## src/rtl/mc_controller_hs_pkg.sv

```systemverilog
// Shared encodings for the handshaked multicycle controller: stage codes,
// instruction codes, datapath select values and the decoder output bundle.
package mc_controller_hs_pkg;

  typedef enum logic [2:0] {
    STAGE_IF     = 3'd0,
    STAGE_DECODE = 3'd1,
    STAGE_EXE    = 3'd2,
    STAGE_MEM    = 3'd3,
    STAGE_WB     = 3'd4,
    STAGE_HALT   = 3'd5,
    STAGE_FAULT  = 3'd6
  } stage_e;

  localparam logic [5:0] INST_NOP   = 6'd0,  INST_ADDU  = 6'd1,  INST_SUBU = 6'd2,
                         INST_ORI   = 6'd3,  INST_LW    = 6'd4,  INST_SW   = 6'd5,
                         INST_BEQ   = 6'd6,  INST_LUI   = 6'd7,  INST_J    = 6'd8,
                         INST_ADDI  = 6'd9,  INST_ADDIU = 6'd10, INST_SLT  = 6'd11,
                         INST_JAL   = 6'd12, INST_JR    = 6'd13, INST_SB   = 6'd14,
                         INST_LB    = 6'd15, INST_HLT   = 6'd16;

  localparam logic [1:0] ALU_SEL_ADD = 2'd0, ALU_SEL_SUB = 2'd1,
                         ALU_SEL_OR  = 2'd2, ALU_SEL_SLT = 2'd3;
  localparam logic [1:0] GPR_WRITE_RT = 2'd0, GPR_WRITE_RD = 2'd1, GPR_WRITE_RA = 2'd2;
  localparam logic [1:0] GPR_WRITE_ALU = 2'd0, GPR_WRITE_MEM = 2'd1, GPR_WRITE_PC = 2'd2;
  localparam logic [1:0] EXT_SEL_ZERO = 2'd0, EXT_SEL_SIGN = 2'd1, EXT_SEL_UPPER = 2'd2;
  localparam logic [1:0] IFU_SEL_NORM = 2'd0, IFU_SEL_RELATIVE = 2'd1,
                         IFU_SEL_ABS  = 2'd2, IFU_SEL_REG      = 2'd3;
  localparam logic       DM_WORD = 1'b0, DM_BYTE = 1'b1;

  typedef struct packed {
    logic [1:0] alu_sel;
    logic [1:0] gpr_write_addr_sel;
    logic [1:0] gpr_write_data_sel;
    logic       alu_src_ctl;
    logic [1:0] ext_ctl;
    logic [1:0] npc_sel;
    logic       dm_sel;
    logic       alu_wb;
    logic       addi;
    logic       load;
    logic       store;
    logic       jump;
    logic       branch;
    logic       nop;
    logic       halt;
    logic       illegal;
  } dec_ctl_t;

endpackage

```

## src/rtl/mc_controller_hs_inst_ctrl_decode.sv

```systemverilog
// Purely combinational instruction decode: datapath selects plus the class
// bits the sequencer uses to pick the next stage.
module inst_ctrl_decode
  import mc_controller_hs_pkg::*;
(
  input  logic [5:0] dec_inst,
  output dec_ctl_t   ctl
);

  always_comb begin
    ctl = '0;
    ctl.alu_sel            = ALU_SEL_ADD;
    ctl.gpr_write_addr_sel = GPR_WRITE_RT;
    ctl.gpr_write_data_sel = GPR_WRITE_ALU;
    ctl.ext_ctl            = EXT_SEL_ZERO;
    ctl.npc_sel            = IFU_SEL_NORM;
    ctl.dm_sel             = DM_WORD;
    case (dec_inst)
      INST_NOP:   ctl.nop = 1'b1;
      INST_ADDU:  begin ctl.gpr_write_addr_sel = GPR_WRITE_RD; ctl.alu_wb = 1'b1; end
      INST_SUBU:  begin ctl.alu_sel = ALU_SEL_SUB; ctl.gpr_write_addr_sel = GPR_WRITE_RD; ctl.alu_wb = 1'b1; end
      INST_ORI:   begin ctl.alu_sel = ALU_SEL_OR; ctl.alu_src_ctl = 1'b1; ctl.alu_wb = 1'b1; end
      INST_LW:    begin ctl.alu_src_ctl = 1'b1; ctl.ext_ctl = EXT_SEL_SIGN;
                        ctl.gpr_write_data_sel = GPR_WRITE_MEM; ctl.load = 1'b1; end
      INST_SW:    begin ctl.alu_src_ctl = 1'b1; ctl.ext_ctl = EXT_SEL_SIGN; ctl.store = 1'b1; end
      INST_BEQ:   begin ctl.alu_sel = ALU_SEL_SUB; ctl.ext_ctl = EXT_SEL_SIGN;
                        ctl.npc_sel = IFU_SEL_RELATIVE; ctl.branch = 1'b1; end
      INST_LUI:   begin ctl.alu_src_ctl = 1'b1; ctl.ext_ctl = EXT_SEL_UPPER; ctl.alu_wb = 1'b1; end
      INST_J:     begin ctl.npc_sel = IFU_SEL_ABS; ctl.jump = 1'b1; end
      INST_ADDI:  begin ctl.alu_src_ctl = 1'b1; ctl.ext_ctl = EXT_SEL_SIGN;
                        ctl.alu_wb = 1'b1; ctl.addi = 1'b1; end
      INST_ADDIU: begin ctl.alu_src_ctl = 1'b1; ctl.ext_ctl = EXT_SEL_SIGN; ctl.alu_wb = 1'b1; end
      INST_SLT:   begin ctl.alu_sel = ALU_SEL_SLT; ctl.gpr_write_addr_sel = GPR_WRITE_RD; ctl.alu_wb = 1'b1; end
      INST_JAL:   begin ctl.gpr_write_addr_sel = GPR_WRITE_RA; ctl.gpr_write_data_sel = GPR_WRITE_PC;
                        ctl.npc_sel = IFU_SEL_ABS; ctl.jump = 1'b1; ctl.alu_wb = 1'b1; end
      INST_JR:    begin ctl.npc_sel = IFU_SEL_REG; ctl.jump = 1'b1; end
      INST_SB:    begin ctl.alu_src_ctl = 1'b1; ctl.ext_ctl = EXT_SEL_SIGN;
                        ctl.dm_sel = DM_BYTE; ctl.store = 1'b1; end
      INST_LB:    begin ctl.alu_src_ctl = 1'b1; ctl.ext_ctl = EXT_SEL_SIGN; ctl.dm_sel = DM_BYTE;
                        ctl.gpr_write_data_sel = GPR_WRITE_MEM; ctl.load = 1'b1; end
      INST_HLT:   ctl.halt = 1'b1;
      default:    ctl.illegal = 1'b1;
    endcase
  end

endmodule

```

## src/rtl/mc_controller_hs.sv

```systemverilog
// Multicycle controller with req/ready memory handshakes, a handshake
// watchdog, optional ADDI overflow trap, sticky HALT/FAULT and perf counters.
module mc_controller_hs
  import mc_controller_hs_pkg::*;
#(
  parameter int CNT_W     = 32,
  parameter int TIMEOUT_W = 8,
  parameter int TIMEOUT   = 200,
  parameter int OVF_TRAP  = 1
) (
  input  logic             clk,
  input  logic             reset,
  input  logic [5:0]       dec_inst,
  input  logic             zero,
  input  logic             ovf,
  input  logic             imem_ready,
  input  logic             dmem_ready,
  output logic             imem_req,
  output logic             ir_write_en,
  output logic             pc_write_en,
  output logic             reg_write_en,
  output logic             dmem_req,
  output logic             mem_write_en,
  output logic [1:0]       alu_sel,
  output logic [1:0]       gpr_write_addr_sel,
  output logic [1:0]       gpr_write_data_sel,
  output logic             alu_src_ctl,
  output logic [1:0]       ext_ctl,
  output logic [1:0]       npc_sel,
  output logic             dm_sel,
  output logic [2:0]       stage,
  output logic             halted,
  output logic             bus_error,
  output logic             ovf_trap,
  output logic             illegal,
  output logic [CNT_W-1:0] cycle_count,
  output logic [CNT_W-1:0] retired_count
);

  localparam logic                 WD_EN   = (TIMEOUT > 0);
  localparam logic [TIMEOUT_W-1:0] TO_LAST = TIMEOUT_W'((TIMEOUT > 0) ? TIMEOUT - 1 : 0);

  dec_ctl_t ctl;
  inst_ctrl_decode u_dec (.dec_inst(dec_inst), .ctl(ctl));

  stage_e               state_q, state_d;
  logic [TIMEOUT_W-1:0] wait_q, wait_d;
  logic [CNT_W-1:0]     cycle_q, cycle_d, retired_q, retired_d;
  logic                 illegal_q, ovf_trap_q;
  logic                 set_ill, set_ovf, retire, hs_wait;
  logic                 ir_we_c, pc_we_c, reg_we_c, mem_we_c;

  always_comb begin
    state_d  = state_q;
    wait_d   = wait_q;
    retire   = 1'b0;
    set_ill  = 1'b0;
    set_ovf  = 1'b0;
    hs_wait  = 1'b0;
    imem_req = 1'b0;
    dmem_req = 1'b0;
    ir_we_c  = 1'b0;
    pc_we_c  = 1'b0;
    reg_we_c = 1'b0;
    mem_we_c = 1'b0;
    case (state_q)
      STAGE_IF: begin
        imem_req = 1'b1;
        if (imem_ready) begin
          ir_we_c = 1'b1;
          pc_we_c = 1'b1;
          state_d = STAGE_DECODE;
        end else begin
          hs_wait = 1'b1;
        end
      end
      STAGE_DECODE: begin
        if (ctl.nop) begin
          state_d = STAGE_IF;
          retire  = 1'b1;
        end else if (ctl.halt) begin
          state_d = STAGE_HALT;
        end else if (ctl.illegal) begin
          set_ill = 1'b1;
          state_d = STAGE_IF;
          retire  = 1'b1;
        end else begin
          state_d = STAGE_EXE;
        end
      end
      STAGE_EXE: begin
        pc_we_c = ctl.jump | (ctl.branch & zero);
        if (ctl.addi && (OVF_TRAP != 0) && ovf) begin
          set_ovf = 1'b1;
          state_d = STAGE_IF;
          retire  = 1'b1;
        end else if (ctl.alu_wb) begin
          state_d = STAGE_WB;
        end else if (ctl.load || ctl.store) begin
          state_d = STAGE_MEM;
        end else begin
          state_d = STAGE_IF;
          retire  = 1'b1;
        end
      end
      STAGE_MEM: begin
        dmem_req = 1'b1;
        mem_we_c = ctl.store;
        if (dmem_ready) begin
          state_d = ctl.load ? STAGE_WB : STAGE_IF;
          retire  = ~ctl.load;
        end else begin
          hs_wait = 1'b1;
        end
      end
      STAGE_WB: begin
        reg_we_c = 1'b1;
        state_d  = STAGE_IF;
        retire   = 1'b1;
      end
      STAGE_HALT, STAGE_FAULT: state_d = state_q;
      default: state_d = STAGE_IF;
    endcase

    // A ready arriving on the last permitted wait cycle wins over the fault.
    if (hs_wait) begin
      if (WD_EN && wait_q == TO_LAST) begin
        state_d = STAGE_FAULT;
        wait_d  = '0;
      end else begin
        wait_d = wait_q + TIMEOUT_W'(1);
      end
    end else if (state_d != state_q) begin
      wait_d = '0;
    end

    cycle_d   = cycle_q;
    retired_d = retired_q;
    if (state_q != STAGE_HALT && state_q != STAGE_FAULT) cycle_d = cycle_q + CNT_W'(1);
    if (retire) retired_d = retired_q + CNT_W'(1);
  end

  always_ff @(posedge clk) begin
    if (reset) begin
      state_q    <= STAGE_IF;
      wait_q     <= '0;
      cycle_q    <= '0;
      retired_q  <= '0;
      illegal_q  <= 1'b0;
      ovf_trap_q <= 1'b0;
    end else begin
      state_q    <= state_d;
      wait_q     <= wait_d;
      cycle_q    <= cycle_d;
      retired_q  <= retired_d;
      illegal_q  <= illegal_q | set_ill;
      ovf_trap_q <= ovf_trap_q | set_ovf;
    end
  end

  // Write strobes are masked while reset is held so nothing commits mid-reset.
  assign ir_write_en        = ir_we_c & ~reset;
  assign pc_write_en        = pc_we_c & ~reset;
  assign reg_write_en       = reg_we_c & ~reset;
  assign mem_write_en       = mem_we_c & ~reset;
  assign alu_sel            = ctl.alu_sel;
  assign gpr_write_addr_sel = ctl.gpr_write_addr_sel;
  assign gpr_write_data_sel = ctl.gpr_write_data_sel;
  assign alu_src_ctl        = ctl.alu_src_ctl;
  assign ext_ctl            = ctl.ext_ctl;
  assign npc_sel            = (state_q == STAGE_IF) ? IFU_SEL_NORM : ctl.npc_sel;
  assign dm_sel             = ctl.dm_sel;
  assign stage              = state_q;
  assign halted             = (state_q == STAGE_HALT);
  assign bus_error          = (state_q == STAGE_FAULT);
  assign ovf_trap           = ovf_trap_q;
  assign illegal            = illegal_q;
  assign cycle_count        = cycle_q;
  assign retired_count      = retired_q;

endmodule

```

## config.mk

```make
export PLATFORM = sky130hd
export DESIGN_NAME = mc_controller_hs
export DESIGN_NICKNAME = d
export VERILOG_FILES = /design/src/rtl/mc_controller_hs_pkg.sv /design/src/rtl/mc_controller_hs_inst_ctrl_decode.sv /design/src/rtl/mc_controller_hs.sv
export SDC_FILE = /design/constraint.sdc
export NUM_CORES = 1
export LEC_CHECK = 0
export CAP_MARGIN = 0
export CORE_AREA = 5 5 103 124
export DETAILED_ROUTE_END_ITERATION = 10
export DIE_AREA = 0 0 108 129
export PLACE_DENSITY = 0.65
export SYNTH_ARGS = -nofsm -noshare
export SYNTH_HDL_FRONTEND = slang
export SYNTH_HIERARCHICAL = 1
export SYNTH_SLANG_ARGS = --single-unit
```

## constraint.sdc

```tcl
create_clock -name clk -period 5.2 [get_ports clk]
set_input_delay 1.04 -clock clk [delete_from_list [all_inputs] [get_ports clk]]
set_output_delay 1.04 -clock clk [all_outputs]
set_load 0.01 [all_outputs]
```

==> summary.txt <==
Timing
  • Max frequency: 234 MHz
  • Unrepaired setup endpoints after global routing: no
  • Relative slew slack: 41.2%
  • Setup TNS: 0 ps
  • Final setup fails: 0
  • Max-slew violations: 0
  • Worst slew pin tran: 874 ps
  • Final-report hold violation count: 0
  • Layout Skew: about 12 ps
  • Fraction of the cycle the final worst path needs: between 80% and 90%
  • Tmin final: about 4300 ps

Route
  • Met2 WL: about 6000 um
  • WL per Instance: 14.9 um
  • Antenna-violating nets left: 0
  • First-pass DRT Iterations: 5
  • M1 WL: 5230 um
  • Drc violations: 0
  • Final WL: ~12,000 um
  • Drt via density: 5.59
  • Vias: 4,414
  • Met3 WL: 530 um
  • DR top layer: met4
  • Initial DRC count: about 200

Flow run
  • Maxcap violations: 0

Die
  • Die width: 108 um
  • Initial Utilization: ~39%
  • Total I/O pin count: a little over 100
  • Chip Height: ~130 um
  • Core area: 11,400 um^2
  • Rows: 43
  • Die ar.: between 10,000 and 15,000 um^2

Place
  • Dpl cells: 775
  • HPWL Detailed: 8280 um
  • RD Place Congestion: just over 0.8
  • Buffers on Ports: 100

GRT
  • Total GRT Usage: between 15 and 20%
  • Overflow after GRT: 0
  • Vias in the first global route: 4,000
  • Initial antenna violation count: 0
  • Largest net degree at the start of global routing: 80
  • First-pass GRT wire length: between 15,000 and 20,000 um

Synthesis
  • Synth area leaders: dfxtp_1 (35%), a21oi_1 (5.2%), nor2_1 (4.7%)
  • Top-count cell post-synth: dfxtp_1
  • Seq/Total Area, Yosys: around a third
  • Distinct cells, synth: 63
  • Yosys warns: 6
  • Top cell type by total area after synthesis: dfxtp_1
  • Post-Syn Area: between 4000 and 5000 um^2
  • Synth Instances: approximately 550
  • Main flop type after synthesis: dfxtp_1
  • Yosys reg bits: just under 80
  • Async set-reset flop share out of synthesis: 0%
  • Synth top area share: a little over a third
  • Post-synth EDFFs: 0
  • Syn_nets: 567
  • Most frequent cells after synthesis: dfxtp_1 (77), nor2_1 (56), a21oi_1 (46)
  • Mean post-synth cell area: around 8.0 um^2

Clock tree
  • Post-CTS setup buffers: 0
  • Hold-fix buffers, CTS: 0
  • H-tree lvl count: 3
  • CTS Buf Count: 9
  • CTS root buf: clkbuf_16
  • Cts repair resizes: 0
  • Clk slew on worst S/H paths: 50 ps
  • CTS tree: yes
  • Sinks on the clock net: a little under 80
  • CTS Buffer Depth: 2
  • Clk Latency, worst-skew pair: ~340 ps

Critical path
  • Critical Path Sink Type: primary output
  • Nature of the critical path startpoint: input pin
  • Req. time, crit path: between 4000 and 5000 ps
  • WP data arrival: between 3000 and 4000 ps
  • Crit path kind: in -> out
  • Worst Path Max Fanout: 19

Cells and area
  • Diodes inserted: 0
  • Layout cells sized above 1: 6.49%
  • Fin nets: roughly 640
  • Finished Core Util: 50.5%
  • Final Non-Filler Cells: roughly 790
  • Synth-to-layout area growth: 30.0%

Power and ir drop
  • Comb pwr share: roughly 7%
  • Leakage: around 1.9 nW
  • Worst vdd ir: between 0.15 and 0.2 mV
  • NetSw: around 0.30 mW
  • Part of the power in registers: ~45%
  • P_int: ~1.0 mW
  • Sw Share: between 20% and 30%
  • Clock group share of total power: 48.3%
  • Power per Cell Area: approximately 230 nW/um^2

Run status
  • Outcome: completed

Min path
  • Hold/Removal Path Class: reg -> reg
[cell usage in the layout, fill, tap and decap left out, types with 16 or more instances in the layout]
cell and count:
dfxtp_1 77, or4_1 18, xor2_1 16, a21oi_1 46, o21ai_0 18, nand3_1 27, or3_1 18, clkdlybuf4s50_1 99
nor2_1 56, nand2_1 42, o31ai_1 17
[sequential cells by signal, summed over array words and instances, names as in the netlist]
signal and flops:
stage 3, retired_count 32, wait_q 8, ovf_trap 1, illegal 1, cycle_count 32
[per-stage QoR]
step / power, mW / setup WS, ps / hold slack, ps / area [um^2]
2_1_floorplan: 0.676 / 1970 / 462 / 4430
3_3_place_gp: 0.712 / 965 / 455 / 5460
3_5_place_dp: 0.714 / 939 / 465 / 5460
4_1_cts: 1.37 / 919 / 479 / 5760
5_1_grt: 1.41 / 710 / 519 / 5760
6_report: 1.35 / 931 / 480 / 5760
[final cells by class]
class                   count  area [um^2]
clock buffers               9          225
clock inverters             5         77.6
fillers                  1134         5650
well taps                 157          196
flip-flops and latches     77         1540
multi-input cells         424         2650
inverters                  13         48.8
repair buffers            104         1030
[cell families (layout without fill, tap and decap cells)]
kind of cell               after synthesis  in the layout  synth area share, %
buffers and inverters                   51            131                 5.68
and+or+nand+nor                        256            256                 32.6
xor gates and xnor gates                18             18                 3.56
DFF                                     77             77                 34.8
muxes                                    6              6                 1.47
AOI/OAI and AO/OA                      141            141                 21.1
adders and majority gates                3              3                0.847
[metal layers]
| metal | track usage [%] | vias up |
|---|---|---|
| met5 | 0 | - |
| met4 | 4.53 | 0 |
| met3 | 4.16 | 12 |
| met2 | 28.6 | 110 |
| met1 | 20.8 | 2086 |
| li1 | - | 2206 |
[path summary, 6_finish.rpt]
kind / from / to / slack, ps / cells past startpoint
setup / recovery: dec_inst[1] / pc_write_en / 930 / 7
hold / removal: cycle_count[31] / cycle_count[31] / 480 / 2
setup reg to reg: cycle_count[2] / cycle_count[18] / 2550 / 5
hold reg to reg: cycle_count[31] / cycle_count[31] / 480 / 2
[power by group through the flow]
stage / Combinational (mW) / Sequential (mW) / Clock [mW]
final: 0.0963 / 0.604 / 0.653
after global routing: 0.108 / 0.604 / 0.693
after CTS: 0.0975 / 0.604 / 0.667
after detailed placement: 0.0971 / 0.617 / 0
after global placement: 0.0960 / 0.616 / 0
after floorplan: 0.0610 / 0.615 / 0
[worst max-delay path: stages]
cell	delay, ps
clkdlybuf4s50_1	820
nand2_1	200
nor4_1	210
a21o_1	160
nand3_1	70
a21oi_1	170
clkdlybuf4s50_1	550
(Power assumes the default switching activity.)
==> RTL change 1, RTL diff (same settings) <==
`TIMEOUT_W`: 8 -> 6.
--- a/src/rtl/mc_controller_hs.sv
+++ b/src/rtl/mc_controller_hs.sv
@@ -6,3 +6,3 @@
   parameter int CNT_W     = 32,
-  parameter int TIMEOUT_W = 8,
+  parameter int TIMEOUT_W = 6,
   parameter int TIMEOUT   = 200,
Formal check against the unedited RTL: not equivalent (a bounded check fails within 10 cycles, from zero or initial values and one cycle with reset high).
==> RTL change 1 against the original RTL <==
- final cell count down 3.7%
- power up 0.32%
- synthesized area down 9.2%
- combinational power down 13%
- design area down 5.4%
- sequential cell count down 2
- sequential share of layout area up 0.79 points
- setup slack worse by 0.056 ns
- clock skew down 0.0072 ns
- sequential power down 3%
- routed wire length down 4.0%
- via count down 7.6%
- global-route usage down 0.32 points
- critical path type unchanged
- largest power group unchanged
==> RTL change 1: results (changes against the original RTL) <==
| Metric | Value |
|---|---|
| Run status | `completed` |
| Top post-synthesis cells by area | `dfxtp_1, nor2_1, xor2_1, a21oi_1, nand4_1` |
| Cell Pwr Density | `249 nW/µm² (+6.0%)` |
| Share of the yosys chip area belonging to registers | `0.373 (+0.0253)` |
| Sw Share | `0.218 (-0.00739)` |
| Clock share of power | `0.507 (+0.024)` |
| DP Area | `5110 µm² (-6.3%)` |
| Total sequential power | `586 µW (-3%)` |
| Routability Congestion | `0.866 (+4.3%)` |
| Critical-path maximum fanout | `4 (-15)` |
| Number of non-clock buffers | `103 (-0.96%)` |
| Hold_sp | `illegal` |
| 1st-iter DRT viols | `309 (+56%)` |
| Synth cell count leaders | `dfxtp_1, nor2_1, a21oi_1` |
| Vias in the first global route | `3734 (-6.7%)` |
| Net Count, Synth | `526 (-7.2%)` |
| Hold Crit Endpoint | `illegal` |
| Met3 wire len | `845 µm (+59%)` |
| Dpl ws | `0.902 ns (-0.0377 ns)` |
| DR pass1 iterations | `6 (+1)` |
| Fill cells | `1132 (-0.18%)` |
| Comb_multi_in | `393 (-7.3%)` |
| P_leak | `0.00187 µW (about the same)` |
| Layout area overhead | `35.5%` |
| Fmax achieved | `0.231 GHz (-1.3%)` |
[RTL change 1: cell types whose count changed after synthesis, sizes merged, moves of 6 or more]
cell | before | now
and3 | 7 | 13
buf | 18 | 11
nand2 | 43 | 34
nand4 | 15 | 22
nor2 | 56 | 71
nor3 | 14 | 8
o211ai | 11 | 0
o41ai | 7 | 0
or2 | 9 | 2
xnor2 | 2 | 9
xor2 | 16 | 25
[RTL change 1: kinds of logic (layout without fill, tap and decap cells)]
group | after synthesis | count (layout)
adders and majority gates | 3 | 3
DFF | 75 | 75
xor gates and xnor gates | 34 | 34
muxes | 4 | 4
and+or+nand+nor | 251 | 251
AOI/OAI and AO/OA | 101 | 101
buffers and inverters | 43 | 135
[RTL change 1: critical path: stages]
cell and delay [ns]:
clkdlybuf4s50_1 0.46, nor2_1 0.26, nand2_1 0.16, nor4_1 0.18
a21oi_1 0.11, or3_1 0.34, a21oi_1 0.16, clkdlybuf4s50_1 0.56
==> RTL change 2, RTL diff (config.mk and constraints unchanged) <==
Made on the original files. Put one more register stage on the output `cycle_count`. The value now appears one clock later. The other outputs are not delayed to match.
--- a/src/rtl/mc_controller_hs.sv
+++ b/src/rtl/mc_controller_hs.sv
@@ -177,3 +177,5 @@
   assign illegal            = illegal_q;
-  assign cycle_count        = cycle_q;
+  always_ff @(posedge clk) begin
+    cycle_count <= cycle_q;
+  end
   assign retired_count      = retired_q;
Check against the original RTL: not equivalent (a bounded check fails within 4 cycles, from zero or initial values and one cycle with reset high).
==> RTL change 2 against the original RTL <==
- global-route usage grew 0.94 points
- synthesized area increased by 15%
- non-clock buffer count is 1 higher
- design area is 12% higher
- count of clock-buffer cells in the layout unchanged
- power rose by 20%
- via count increased by 1.4%
- setup slack lost 0.048 ns
- sequential cell count grew 32
- routed wire length grew 2.5%
- clock skew fell by 0.0027 ns
- register-to-register slack improved by 0.15 ns
- highest routed layer unchanged
==> RTL change 2: results (changes against the original RTL) <==
| Metric | Value |
|---|---|
| Run status | `completed` |
| Met3 wire len | `717 µm (+35%)` |
| Tot GR Track Use | `0.176 (+0.00944)` |
| Syn_area_per_cell | `8.77 µm² (+9.3%)` |
| Dpl ws | `0.914 ns (-0.0257 ns)` |
| Inserted Clock Buffers | `9 (unchanged)` |
| First-pass GRT wire length | `20100 µm (+4.4%)` |
| Clock skew | `0.00971 ns (-0.00273 ns)` |
| Net Count, Synth | `595 (+4.9%)` |
| Final wirelength | `12100 µm (+2.5%)` |
| Wire length on met1 | `5280 µm (+0.94%)` |
| Post-CTS Setup Bufs | `0 (unchanged)` |
| Critical path arrival | `3.28 ns (+0.05 ns)` |
| Hpwl dp | `8500 µm (+2.7%)` |
| Hold_sp | `cycle_q[13]` |
| Final nets | `679 (+5.4%)` |
| Max-slew headroom | `0.309 (-0.103)` |
| Top post-synthesis cells by area | `dfxtp_1, nor2_1, mux2_1, nor2b_1, xor2_1` |
| Launch point of the worst reg-to-reg path | `stage[1]` |
| Final std cells w/o fill | `826 (+4.7%)` |
| Hold Path Class | `register to register` |
| 1st-iter DRT viols | `221 (+12%)` |
| Dpl cells | `810 (+4.5%)` |
| Vias per cell | `5.42 (-3.2%)` |
| CTS clk-pin slew, worst paths | `0.07 ns (+0.02 ns)` |
| Peak supply drop | `182 µV (+1.7%)` |
| Slowest cell on the critical path | `clkdlybuf4s50_1` |
| Routability Congestion | `0.932 (+12%)` |
| Fill cells | `1064 (-6.2%)` |
| P_sw | `400 µW (+31%)` |
| Synth cell count leaders | `dfxtp_1, nor2_1, a21oi_1, nor2b_1, nand3_1` |
| Largest net degree at the start of global routing | `107 (+34%)` |
| Yosys cell types | `56 (-11%)` |
| DR pass1 iterations | `4 (-1)` |
| DR WL met2 | `5930 µm (+1.1%)` |
| Port Buffers | `100 (unchanged)` |
| Gr ovfl total | `0 (unchanged)` |
| P_leak | `0.00237 µW (+26%)` |
| Vias in the first global route | `4154 (+3.9%)` |
| Layout cells sized above 1 | `0.0628 (-0.00209)` |
| Share of the yosys chip area belonging to registers | `0.429 (+0.0809)` |
| Top_reg_cell synth | `dfxtp_1` |
[RTL change 2: metrics by stage]
| step | area (µm²) | util | hold slack (ns) |
|---|---|---|---|
| 2_1_floorplan | 5090 | - | 0.331 |
| 3_3_place_gp | 6170 | 0.541 | 0.356 |
| 3_5_place_dp | 6170 | 0.541 | 0.357 |
| 4_1_cts | 6470 | 0.568 | 0.372 |
| 5_1_grt | 6470 | 0.568 | 0.375 |
| 6_report | 6470 | 0.568 | 0.370 |
[RTL change 2: power by group through the flow]
| stage | clock network [µW] | registers, µW | logic (µW) |
|---|---|---|---|
| final | 676 | 849 | 98.6 |
| after detailed placement | 0 | 868 | 98.1 |
| after global placement | 0 | 868 | 96.5 |
| after floorplan | 0 | 867 | 62.8 |
| after CTS | 697 | 849 | 98.8 |
| after global routing | 738 | 850 | 109 |
[RTL change 2: logic make-up (layout without fill, tap and decap cells)]
group / after synthesis / after routing / share of synthesized area
fa+ha+maj: 3 / 3 / 0.00738
compound gates: 89 / 89 / 0.122
xor+xnor: 28 / 28 / 0.0497
flops: 109 / 109 / 0.429
simple gates: 281 / 281 / 0.290
buf+inv: 40 / 129 / 0.0359
mux: 30 / 30 / 0.0661
[RTL change 2: worst paths after layout]
kind / depth (start not counted) / slack (ns) / to
hold / removal: 0 / 0.37 / cycle_count[13]
setup reg to reg: 5 / 2.70 / retired_count[15]
hold reg to reg: 0 / 0.37 / cycle_count[13]
setup / recovery: 7 / 0.88 / pc_write_en
[RTL change 2: final cells by class]
cell class / instances / area (µm²) / share of cell area
Multi-Input combinational cell: 431 / 2720 / 0.421
Sequential cell: 109 / 2180 / 0.337
Timing Repair Buffer: 105 / 1040 / 0.160
Clock buffer: 9 / 225 / 0.0348
Tap cell: 157 / 196 / 0.0303
Clock inverter: 7 / 80.1 / 0.0124
Inverter: 8 / 30.0 / 0.00464
[RTL change 2: metal layers]
metal	up-vias	track usage
met2	135	0.295
li1	2230	-
met5	-	0
met4	0	0.0557
met1	2098	0.222
met3	11	0.0452
